## src/rtl/seven_seg_scan.sv

```systemverilog
`default_nettype none
// ============================================================================
// Module  : seven_seg_scan
// Brief   : Time-multiplexed common-anode 7-segment driver with per-digit DP,
//           per-digit blanking, anti-ghost blanking gap and whole-display blink.
// Revision: 1.0
// ============================================================================
module seven_seg_scan #(
    parameter  int NUM_DIGITS   = 4,
    parameter  int REFRESH_DIV  = 100000,
    parameter  int BLANK_CYCLES = 1000,
    parameter  int HEX_MODE     = 0,
    parameter  int BLINK_SCANS  = 50,
    localparam int IDX_W        = (NUM_DIGITS > 1) ? $clog2(NUM_DIGITS) : 1
) (
    input  logic                    clk,
    input  logic                    rst_n,
    input  logic [4*NUM_DIGITS-1:0] digits_in,
    input  logic [NUM_DIGITS-1:0]   dp_in,
    input  logic [NUM_DIGITS-1:0]   blank_in,
    input  logic                    load,
    input  logic                    blink_en,
    output logic [7:0]              seg,
    output logic [NUM_DIGITS-1:0]   an,
    output logic [IDX_W-1:0]        digit_idx
);

    localparam int CNT_W  = $clog2(REFRESH_DIV);
    localparam int SCAN_W = (BLINK_SCANS > 1) ? $clog2(BLINK_SCANS) : 1;

    localparam logic [CNT_W-1:0]  C_CNT_LAST  = CNT_W'(REFRESH_DIV - 1);
    localparam logic [CNT_W-1:0]  C_BLANK_END = CNT_W'(BLANK_CYCLES);
    localparam logic [IDX_W-1:0]  C_IDX_LAST  = IDX_W'(NUM_DIGITS - 1);
    localparam logic [SCAN_W-1:0] C_SCAN_LAST = SCAN_W'(BLINK_SCANS - 1);

    logic [CNT_W-1:0]          r_cnt;
    logic [IDX_W-1:0]          r_idx;
    logic [SCAN_W-1:0]         r_scan;
    logic                      r_phase_on;
    logic [4*NUM_DIGITS-1:0]   r_sh_digits;
    logic [NUM_DIGITS-1:0]     r_sh_dp;
    logic [NUM_DIGITS-1:0]     r_sh_blank;
    logic [7:0]                r_seg;
    logic [NUM_DIGITS-1:0]     r_an;

    logic                      w_slot_end;
    logic                      w_last_digit;
    logic [3:0]                w_cur_code;
    logic                      w_cur_dp;
    logic                      w_cur_blank;
    logic                      w_an_active;
    logic [NUM_DIGITS-1:0]     w_an_next;

    function automatic logic [6:0] f_decode(input logic [3:0] code);
        logic [6:0] pat;
        pat = 7'h7F;
        case (code)
            4'h0: pat = 7'h40;
            4'h1: pat = 7'h79;
            4'h2: pat = 7'h24;
            4'h3: pat = 7'h30;
            4'h4: pat = 7'h19;
            4'h5: pat = 7'h12;
            4'h6: pat = 7'h02;
            4'h7: pat = 7'h78;
            4'h8: pat = 7'h00;
            4'h9: pat = 7'h10;
            4'hA: pat = (HEX_MODE != 0) ? 7'h08 : 7'h7F;
            4'hB: pat = (HEX_MODE != 0) ? 7'h03 : 7'h7F;
            4'hC: pat = (HEX_MODE != 0) ? 7'h46 : 7'h7F;
            4'hD: pat = (HEX_MODE != 0) ? 7'h21 : 7'h7F;
            4'hE: pat = (HEX_MODE != 0) ? 7'h06 : 7'h7F;
            4'hF: pat = (HEX_MODE != 0) ? 7'h0E : 7'h7F;
            default: pat = 7'h7F;
        endcase
        return pat;
    endfunction

    assign w_slot_end   = (r_cnt == C_CNT_LAST);
    assign w_last_digit = (r_idx == C_IDX_LAST);

    always_comb begin
        w_cur_code  = 4'h0;
        w_cur_dp    = 1'b0;
        w_cur_blank = 1'b1;
        for (int i = 0; i < NUM_DIGITS; i++) begin
            if (r_idx == IDX_W'(i)) begin
                w_cur_code  = r_sh_digits[4*i +: 4];
                w_cur_dp    = r_sh_dp[i];
                w_cur_blank = r_sh_blank[i];
            end
        end
    end

    // Anodes stay off during the first BLANK_CYCLES of each slot so the previous
    // digit's segment pattern never ghosts onto the newly selected anode.
    assign w_an_active = (r_cnt >= C_BLANK_END) && !w_cur_blank && (r_phase_on || !blink_en);

    always_comb begin
        w_an_next = '1;
        for (int i = 0; i < NUM_DIGITS; i++) begin
            if (w_an_active && (r_idx == IDX_W'(i))) begin
                w_an_next[i] = 1'b0;
            end
        end
    end

    always_ff @(posedge clk or negedge rst_n) begin
        if (!rst_n) begin
            r_cnt <= '0;
            r_idx <= '0;
        end else if (w_slot_end) begin
            r_cnt <= '0;
            r_idx <= w_last_digit ? '0 : r_idx + 1'b1;
        end else begin
            r_cnt <= r_cnt + 1'b1;
        end
    end

    always_ff @(posedge clk or negedge rst_n) begin
        if (!rst_n) begin
            r_scan     <= '0;
            r_phase_on <= 1'b1;
        end else if (!blink_en) begin
            r_scan     <= '0;
            r_phase_on <= 1'b1;
        end else if (w_slot_end && w_last_digit) begin
            if (r_scan == C_SCAN_LAST) begin
                r_scan     <= '0;
                r_phase_on <= ~r_phase_on;
            end else begin
                r_scan <= r_scan + 1'b1;
            end
        end
    end

    always_ff @(posedge clk or negedge rst_n) begin
        if (!rst_n) begin
            r_sh_digits <= '0;
            r_sh_dp     <= '0;
            r_sh_blank  <= '1;
        end else if (load) begin
            r_sh_digits <= digits_in;
            r_sh_dp     <= dp_in;
            r_sh_blank  <= blank_in;
        end
    end

    // Segment pattern is refreshed once per slot, even for dark digits.
    always_ff @(posedge clk or negedge rst_n) begin
        if (!rst_n) begin
            r_seg <= 8'hFF;
            r_an  <= '1;
        end else begin
            if (r_cnt == '0) begin
                r_seg <= {~w_cur_dp, f_decode(w_cur_code)};
            end
            r_an <= w_an_next;
        end
    end

    assign seg       = r_seg;
    assign an        = r_an;
    assign digit_idx = r_idx;

endmodule
`default_nettype wire

```

## config.mk

```make
export PLATFORM = sky130hd
export DESIGN_NAME = seven_seg_scan
export DESIGN_NICKNAME = d
export VERILOG_FILES = /design/src/rtl/seven_seg_scan.sv
export SDC_FILE = /design/constraint.sdc
export NUM_CORES = 1
export LEC_CHECK = 0
export ABC_CLOCK_PERIOD_IN_PS = 3050
export CORE_AREA = 2 2 78 80
export DETAILED_ROUTE_END_ITERATION = 10
export DIE_AREA = 0 0 80 82
export GPL_TIMING_DRIVEN = 0
export PLACE_DENSITY = 0.87
export SYNTH_ARGS = -nofsm -noshare
export SYNTH_HDL_FRONTEND = slang
export SYNTH_SLANG_ARGS = --single-unit
```

## constraint.sdc

```tcl
create_clock -name clk -period 3.05 [get_ports clk]
set_input_delay 0.61 -clock clk [delete_from_list [all_inputs] [get_ports clk]]
set_output_delay 0.61 -clock clk [all_outputs]
set_load 0.02 [all_outputs]
```

==> summary.md, run 1 <==
| Metric | Value |
|---|---|
| Nets@finish | `373` |
| Starting Density | `53.57%` |
| Dominant cell by count in the synthesized netlist | `dfrtp_1` |
| PortBufs | `40` |
| GPL Wtd Cong | `0.7952` |
| Via density per instance | `5.553` |
| Post-Syn Nets | `321` |
| Tot Pwr | `1924 uW` |
| Post-synth top cells | `dfrtp_1 (45), nand2_1 (23), mux2_2 (22), dfstp_2 (17)` |
| Vias in the first global route | `2,200` |
| Required @ worst endpoint | `3.32 ns` |
| Slew HR | `41.95%` |
| Cell taking the most area after synthesis | `dfrtp_1` |
| Initial antenna violation count | `0` |
| Num ports | `42` |
| Critical path class | `reg -> reg` |
| Mux contribution to synthesized area | `8.699%` |
| Antenna-violating nets left | `0` |
| Top post-synthesis cells by area | `dfrtp_1 (37%), dfstp_2 (15%), mux2_2 (8.0%)` |
| CTS tree | `yes` |
| Drt pass-1 iters | `4` |
| Sequential cell area | `1573 um^2` |
| Hold Crit Class | `in -> async` |
| Internal Power | `1480 uW` |
| Worst Tran Pin Value | `0.8636 ns` |
| Pwr dens | `502.9 nW/um^2` |
| CP bufs+invs | `3` |
| Avg Cell Area, Syn | `10.99 um^2` |
| Post-synth EDFFs | `0` |
| Minimum clock period | `2.752 ns` |
| Period utilisation layout | `90.24%` |
| Setup_tns | `0 ns` |
| Worst skew pair latency | `0.35 ns` |
| Gate Count Post-Synth | `280` |
| DR vias | `2,288` |
| DPL Wire Length | `4.358 mm` |
| Top delay family on crit path | `compound AO/OA/AOI/OAI gates` |
| Startpoint types | `flop` |
| Worst setup EP type | `flop` |
| Reg clk slew, reported paths | `0.07 ns` |
| Simple-gate share of the synthesized area | `16.99%` |
| RSZ-0062 raised after global routing | `no` |
| CTS sink cnt | `62` |
| Die ar. | `6560 um^2` |
| Clk_skew | `0.009166 ns` |
| Crit-path slowest cell | `a221oi_2` |
| Synth Area in Adders | `5.285%` |
| Main combinational cell family by area after synthesis | `simple AND/OR/NAND/NOR gates` |
| Sw frac | `23.08%` |
| Die height | `82 um` |
| Worst path max stage delay | `0.56 ns` |
| # DRC | `0` |
| Detailed router's first-iteration violation count | `132` |
| Share of the synthesized area in the top cell type | `36.59%` |
| Pleak | `0.001613 uW` |
| Grt total ovfl | `0` |
| Psw | `444.0 uW` |
| Root Driver | `clkbuf_8` |
| Post-CTS Setup Bufs | `0` |
| Crit path cell chain | `inv_1 > ha_1 > clkbuf_1 > a211oi_1 > a221oi_2 > inv_1 > ha_1 > and2_1 > a211oi_1 > o21ai_0` |
| Post-synth ARST share | `100.0%` |
| Per-cell routed wire length | `15.37 um` |
| Tot GR Track Use | `21.31%` |
| FP Rows | `28` |
| Synth Area in XOR/XNOR | `4.268%` |
| CTS Buf Count | `9` |
| Final setup vio count | `0` |
| Largest net degree at the start of global routing | `41` |
| Seq pwr share | `46.6%` |
| Antenna diodes | `0` |
| Final wirelength | `6.332 mm` |
| CTS max path bufs | `2` |
| Layout Area Growth over Synthesis | `24.31%` |
| Worst Path Arrival | `3.02 ns` |
| Share of cells above drive strength 1 | `20.18%` |
| Final Hold Vio Count | `0` |
| Die width | `80 um` |
| First-pass GRT wire length | `10.37 mm` |
| Synth Register Bits | `62` |
| Synth Area in Compound Gates | `10.08%` |
| Sequential area share after synthesis | `51.10%` |
| Peak Freq | `0.3633 GHz` |
| Multi-input gate area | `1401 um^2` |
| CP Max Fanout | `10` |
| # H-tree levels | `3` |
| Max_cap viols | `0` |
| Synth Warn # | `0` |
| Fin. max-slew vios | `0` |
| Clock share of power | `43.3%` |
| Max VDD drop | `387.2 uV` |
| Core Region | `5746 um^2` |
| Status | `finished clean` |
| Synth Flop Type | `dfrtp_1` |
| Logic pwr share | `10.2%` |
| Syn Std Cell Area | `3078 um^2` |
| Netlist cell types | `52` |
| FILL cells | `434` |
-- layout make-up --
class	instances	area share, %
repair buffers	41	10.86
flip-flops and latches	62	41.11
multi-input cells	192	36.63
clock buffers	11	3.957
well taps	75	2.453
inverters	15	1.472
plain buffers	11	1.406
clock inverters	5	2.126
-- cells in the final DEF, fill, tap and decap left out, types with 7 or more instances in the layout --
cell / instances
a21oi_1: 7
clkbuf_8: 11
clkdlybuf4s50_1: 39
dfrtp_1: 45
dfstp_2: 17
ha_1: 13
inv_1: 15
mux2_2: 22
nand2_1: 23
nand3_1: 9
nor2_1: 13
o21ai_0: 15
xnor2_1: 11
-- registers in the layout (all words and copies together) (netlist names) --
register     cells
r_cnt           17
r_sh_digits     16
r_scan           6
r_phase_on       1
seg              8
r_sh_blank       4
an               4
digit_idx        2
r_sh_dp          4
-- path summary, 6_finish.rpt --
kind,to,slack [ns],startpoint,cells after the start
worst max-delay path,seg[0],0.30,digit_idx[1],10
worst min-delay path,r_sh_dp[3],0.23,rst_n,1
min in group clk,seg[1],0.48,seg[1],2
max in group asynchronous,r_phase_on,2.17,rst_n,2
worst max register to register,seg[0],0.30,digit_idx[1],10
worst min register to register,seg[1],0.48,seg[1],2
-- cells by family (layout without fill, tap and decap cells) --
| logic type | after synthesis | in the layout |
|---|---|---|
| flip-flops | 62 | 62 |
| buffers and inverters | 26 | 83 |
| AO/OA/AOI/OAI | 48 | 48 |
| multiplexers | 24 | 24 |
| XOR/XNOR | 15 | 15 |
| AND/OR/NAND/NOR | 92 | 92 |
| adder cells (fa/ha/maj) | 13 | 13 |
-- per-stage QoR --
stage	setup slack [ns]	cell area, um^2	hold slack (ns)	cells	util [%]
6_report	0.2978	3826	0.2266	412	66.59
5_1_grt	0.1283	3826	0.2583	412	66.59
4_1_cts	0.06013	3820	0.2424	412	66.49
3_5_place_dp	0.1976	3587	0.4646	396	62.43
3_3_place_gp	-0.5046	3572	0.4634	395	62.17
2_1_floorplan	0.6203	3078	0.3144	280	-
-- timing repair --
item	4_1_cts	5_1_grt
hold buffers	0	0
gates resized for setup	0	1
endpoints found under the hold margin	0	0
setup endpoints to repair	0	4
-- routing by layer --
metal,share of wire [%],vias to the layer above,GRT usage (%)
met5,0,-,0
met4,1.7,0,8.814
met3,4.8,9,6.813
met2,50,50,33.50
met1,43,1136,27.38
li1,-,1093,-
-- power groups by stage --
stage | registers (uW) | logic (uW) | clock network (uW)
after detailed placement | 910 | 193 | 0
after floorplan | 918 | 88.1 | 0
after global placement | 908 | 185 | 0
after global routing | 901 | 216 | 886
final | 896 | 195 | 833
after CTS | 896 | 197 | 841
Note: power is estimated with default switching activity, not from simulation.
==> inputs of run 2 (changes only) <==
ABC_CLOCK_PERIOD_IN_PS = 3500   (was 3050)
CORE_AREA = 2 2 76 78   (was 2 2 78 80)
DIE_AREA = 0 0 78 80   (was 0 0 80 82)
MAX_ROUTING_LAYER = met4   (was default)
PLACE_DENSITY = 0.9   (was 0.87)
REMOVE_ABC_BUFFERS = 1   (was default)
clock period = 3.5 ns   (was 3.05 ns; I/O delays follow)
==> run 2 against run 1 <==
Against the previous run:
- via count up 0.66%
- utilization up 3.6 points
- critical path type unchanged
- count of clock-buffer cells in the layout unchanged
- sequential power down 13%
- critical path depth down 1
- setup slack better by 0.45 ns
- fmax down 0.17%
- sequential cell count unchanged
- sequential share of layout area up 0.34 points
- cell count down 3.2%
- die area down 4.9%
==> summary.md, run 2 (synthesis gave the netlist of run 1 again) <==
| Metric | Value |
|---|---|
| Register-to-register setup slack | `0.74 ns (was 0.30 ns)` |
| Setup_tns | `0 ns (unchanged)` |
| Startpoint types | `flop (unchanged)` |
| CP bufs+invs | `2 (was 3)` |
| FP Rows | `27 (was 28)` |
| Tot Pwr | `1745 uW (was 1924 uW)` |
| PortBufs | `41 (was 40)` |
| Root Driver | `clkbuf_8 (unchanged)` |
| Via density per instance | `5.772 (was 5.553)` |
| Largest net degree at the start of global routing | `43 (was 41)` |
| CTS Buf Count | `9 (unchanged)` |
| Pwr dens | `459.7 nW/um^2 (was 502.9 nW/um^2)` |
| FF-to-FF Start | `digit_idx[0] (was digit_idx[1])` |
| Crit-path slowest cell | `a221oi_1 (was a221oi_2)` |
| Max VDD drop | `271.3 uV (was 387.2 uV)` |
| Clk_skew | `0.007664 ns (was 0.009166 ns)` |
| Final Hold Vio Count | `0 (unchanged)` |
| Stages on the worst setup path | `9 (was 10)` |
| Antenna-violating nets left | `0 (unchanged)` |
| Tot GR Track Use | `22.79% (was 21.31%)` |
| DPL Wire Length | `4.352 mm (was 4.358 mm)` |
| Num ports | `42 (unchanged)` |
| Grt total ovfl | `0 (unchanged)` |
| Top delay family on crit path | `adder cells (was compound AO/OA/AOI/OAI gates)` |
| Final wirelength | `6.373 mm (was 6.332 mm)` |
| CP Max Fanout | `17 (was 10)` |
| Die ar. | `6240 um^2 (was 6560 um^2)` |
| Place WS | `0.8696 ns (was 0.1976 ns)` |
| Final setup vio count | `0 (unchanged)` |
| Critical path class | `reg -> reg (unchanged)` |
| # DRC | `0 (unchanged)` |
| Slew HR | `26.31% (was 41.95%)` |
| Number of flip-flops in the largest register | `17 (unchanged)` |
| Per-cell routed wire length | `15.97 um (was 15.37 um)` |
| CTS max path bufs | `2 (unchanged)` |
| Reg clk slew, reported paths | `0.07 ns (about the same)` |
| Peak Freq | `0.3627 GHz (was 0.3633 GHz)` |
| Status | `finished clean (unchanged)` |
| Core Region | `5405 um^2 (was 5746 um^2)` |
| Worst Path Arrival | `3.04 ns (was 3.02 ns)` |
| RSZ-0062 raised after global routing | `no (unchanged)` |
| Minimum clock period | `2.757 ns (was 2.752 ns)` |
| Pleak | `0.001604 uW (was 0.001613 uW)` |
| CTS tree | `yes (unchanged)` |
| Max_cap viols | `0 (unchanged)` |
| R2R depth | `9 (was 10)` |
| CP startpoint | `digit_idx[0] (was digit_idx[1])` |
| Placed Cells | `383 (was 396)` |
| Die height | `80 um (was 82 um)` |
| Die width | `78 um (was 80 um)` |
| Detailed router's first-iteration violation count | `157 (was 132)` |
| Post_cts resized | `0 (unchanged)` |
| Vias in the first global route | `2,234 (was 2,200)` |
| Worst skew pair latency | `0.34 ns (was 0.35 ns)` |
| Hold Crit Class | `in -> async (unchanged)` |
| Fin. max-slew vios | `0 (unchanged)` |
| # H-tree levels | `3 (unchanged)` |
| Worst path max stage delay | `0.62 ns (was 0.56 ns)` |
| CTS Hold Bufs | `0 (unchanged)` |
| Period utilisation layout | `78.77% (was 90.24%)` |
| Non-filler instance count after layout | `399 (was 412)` |
| Crit path cell chain | `ha_1 > a211oi_1 > a221oi_1 > inv_1 > ha_1 > inv_1 > mux2i_1 > mux2i_1 > mux2_2 (was inv_1 > ha_1 > clkbuf_1 > a211oi_1 > a221oi_2 > inv_1 > ha_1 > and2_1 > a211oi_1 > o21ai_0)` |
| Layout Area Growth over Synthesis | `23.29% (was 24.31%)` |
| R2r endpoint | `seg[5] (was seg[0])` |
| Worst Tran Pin Value | `1.102 ns (was 0.8636 ns)` |
| Drt pass-1 iters | `8 (was 4)` |
| Fin Hold WS | `0.3210 ns (was 0.2266 ns)` |
| First-pass GRT wire length | `10.56 mm (was 10.37 mm)` |
| Most frequent cells in the layout | `dfrtp_1 (45), clkdlybuf4s50_1 (40), nand2_1 (23), mux2_2 (22), dfstp_2 (17) (was dfrtp_1 (45), clkdlybuf4s50_1 (39), nand2_1 (23), mux2_2 (22), dfstp_2 (17))` |
| Commonest non-fill, non-tap cell in the layout | `dfrtp_1 (unchanged)` |
| Critical path capture point | `seg[5] (was seg[0])` |
| CTS sink cnt | `62 (unchanged)` |
| Worst setup EP type | `flop (unchanged)` |
| GPL Wtd Cong | `0.8134 (was 0.7952)` |
| Antenna diodes | `0 (unchanged)` |
| Initial antenna violation count | `0 (unchanged)` |
| Share of cells above drive strength 1 | `19.57% (was 20.18%)` |
| Starting Density | `56.94% (was 53.57%)` |
| FILL cells | `378 (was 434)` |
| Required @ worst endpoint | `3.78 ns (was 3.32 ns)` |
| Final WS setup | `0.7430 ns (was 0.2978 ns)` |
| Reg with most FFs | `r_cnt (unchanged)` |
| DR vias | `2,303 (was 2,288)` |
| Post-CTS Setup Bufs | `0 (unchanged)` |
| Nets@finish | `363 (was 373)` |
-- run 2: cell types whose count changed in the layout (fill, tap and decap cells not counted), sizes merged --
cell	previous run	this run
clkbuf	17	11
buf	7	2
bufinv	2	3
clkdlybuf4s50	39	40
clkinv	2	1
clkinvlp	1	0
inv	15	16
-- run 2: layer usage --
| metal | global-route usage [%] | vias up | wire length, um |
|---|---|---|---|
| met5 | - | - | 0 |
| met4 | 8.772 | 0 | 68 |
| met3 | 5.543 | 9 | 261 |
| met2 | 36.64 | 68 | 3314 |
| met1 | 28.16 | 1152 | 2728 |
| li1 | - | 1074 | - |
-- run 2: worst min path at each step --
stage / from / end / slack (ns)
global placement: seg[1] / seg[1] / 0.46
detailed placement: seg[1] / seg[1] / 0.47
global route: rst_n / r_scan[4] / 0.33
finish: rst_n / r_scan[4] / 0.32
floorplan: rst_n / digit_idx[0] / 0.40
CTS: rst_n / r_scan[4] / 0.32
-- run 2: layout make-up --
| type | count | area (um^2) | share of cell area [%] |
|---|---|---|---|
| tap | 72 | 90.09 | 2.374 |
| clock buffer | 11 | 151.4 | 3.989 |
| inverter | 15 | 56.30 | 1.484 |
| clock inverter | 5 | 103.9 | 2.737 |
| multi-input combinational | 192 | 1395 | 36.76 |
| sequential | 62 | 1573 | 41.44 |
| timing repair buffer | 42 | 425.4 | 11.21 |
-- run 2: per-stage QoR --
step                util, %  instance area [um^2]
global route          70.21                  3795
global placement      65.21                  3525
floorplan                 -                  3024
finish                70.21                  3795
detailed placement    65.49                  3540
CTS                   70.21                  3795
-- run 2: worst reg2reg max path, cell delays in order (launching register included) --
cell      delay, ns
dfrtp_1        0.42
ha_1           0.60
a211oi_1       0.12
a221oi_1       0.62
inv_1          0.19
ha_1           0.27
inv_1          0.07
mux2i_1        0.07
mux2i_1        0.17
mux2_2         0.18
-- run 2: power breakdown --
part	total (uW)	switching, uW	internal, uW
combinational	168	79.5	88.1
sequential	782	19.4	762
clock	795	282	513
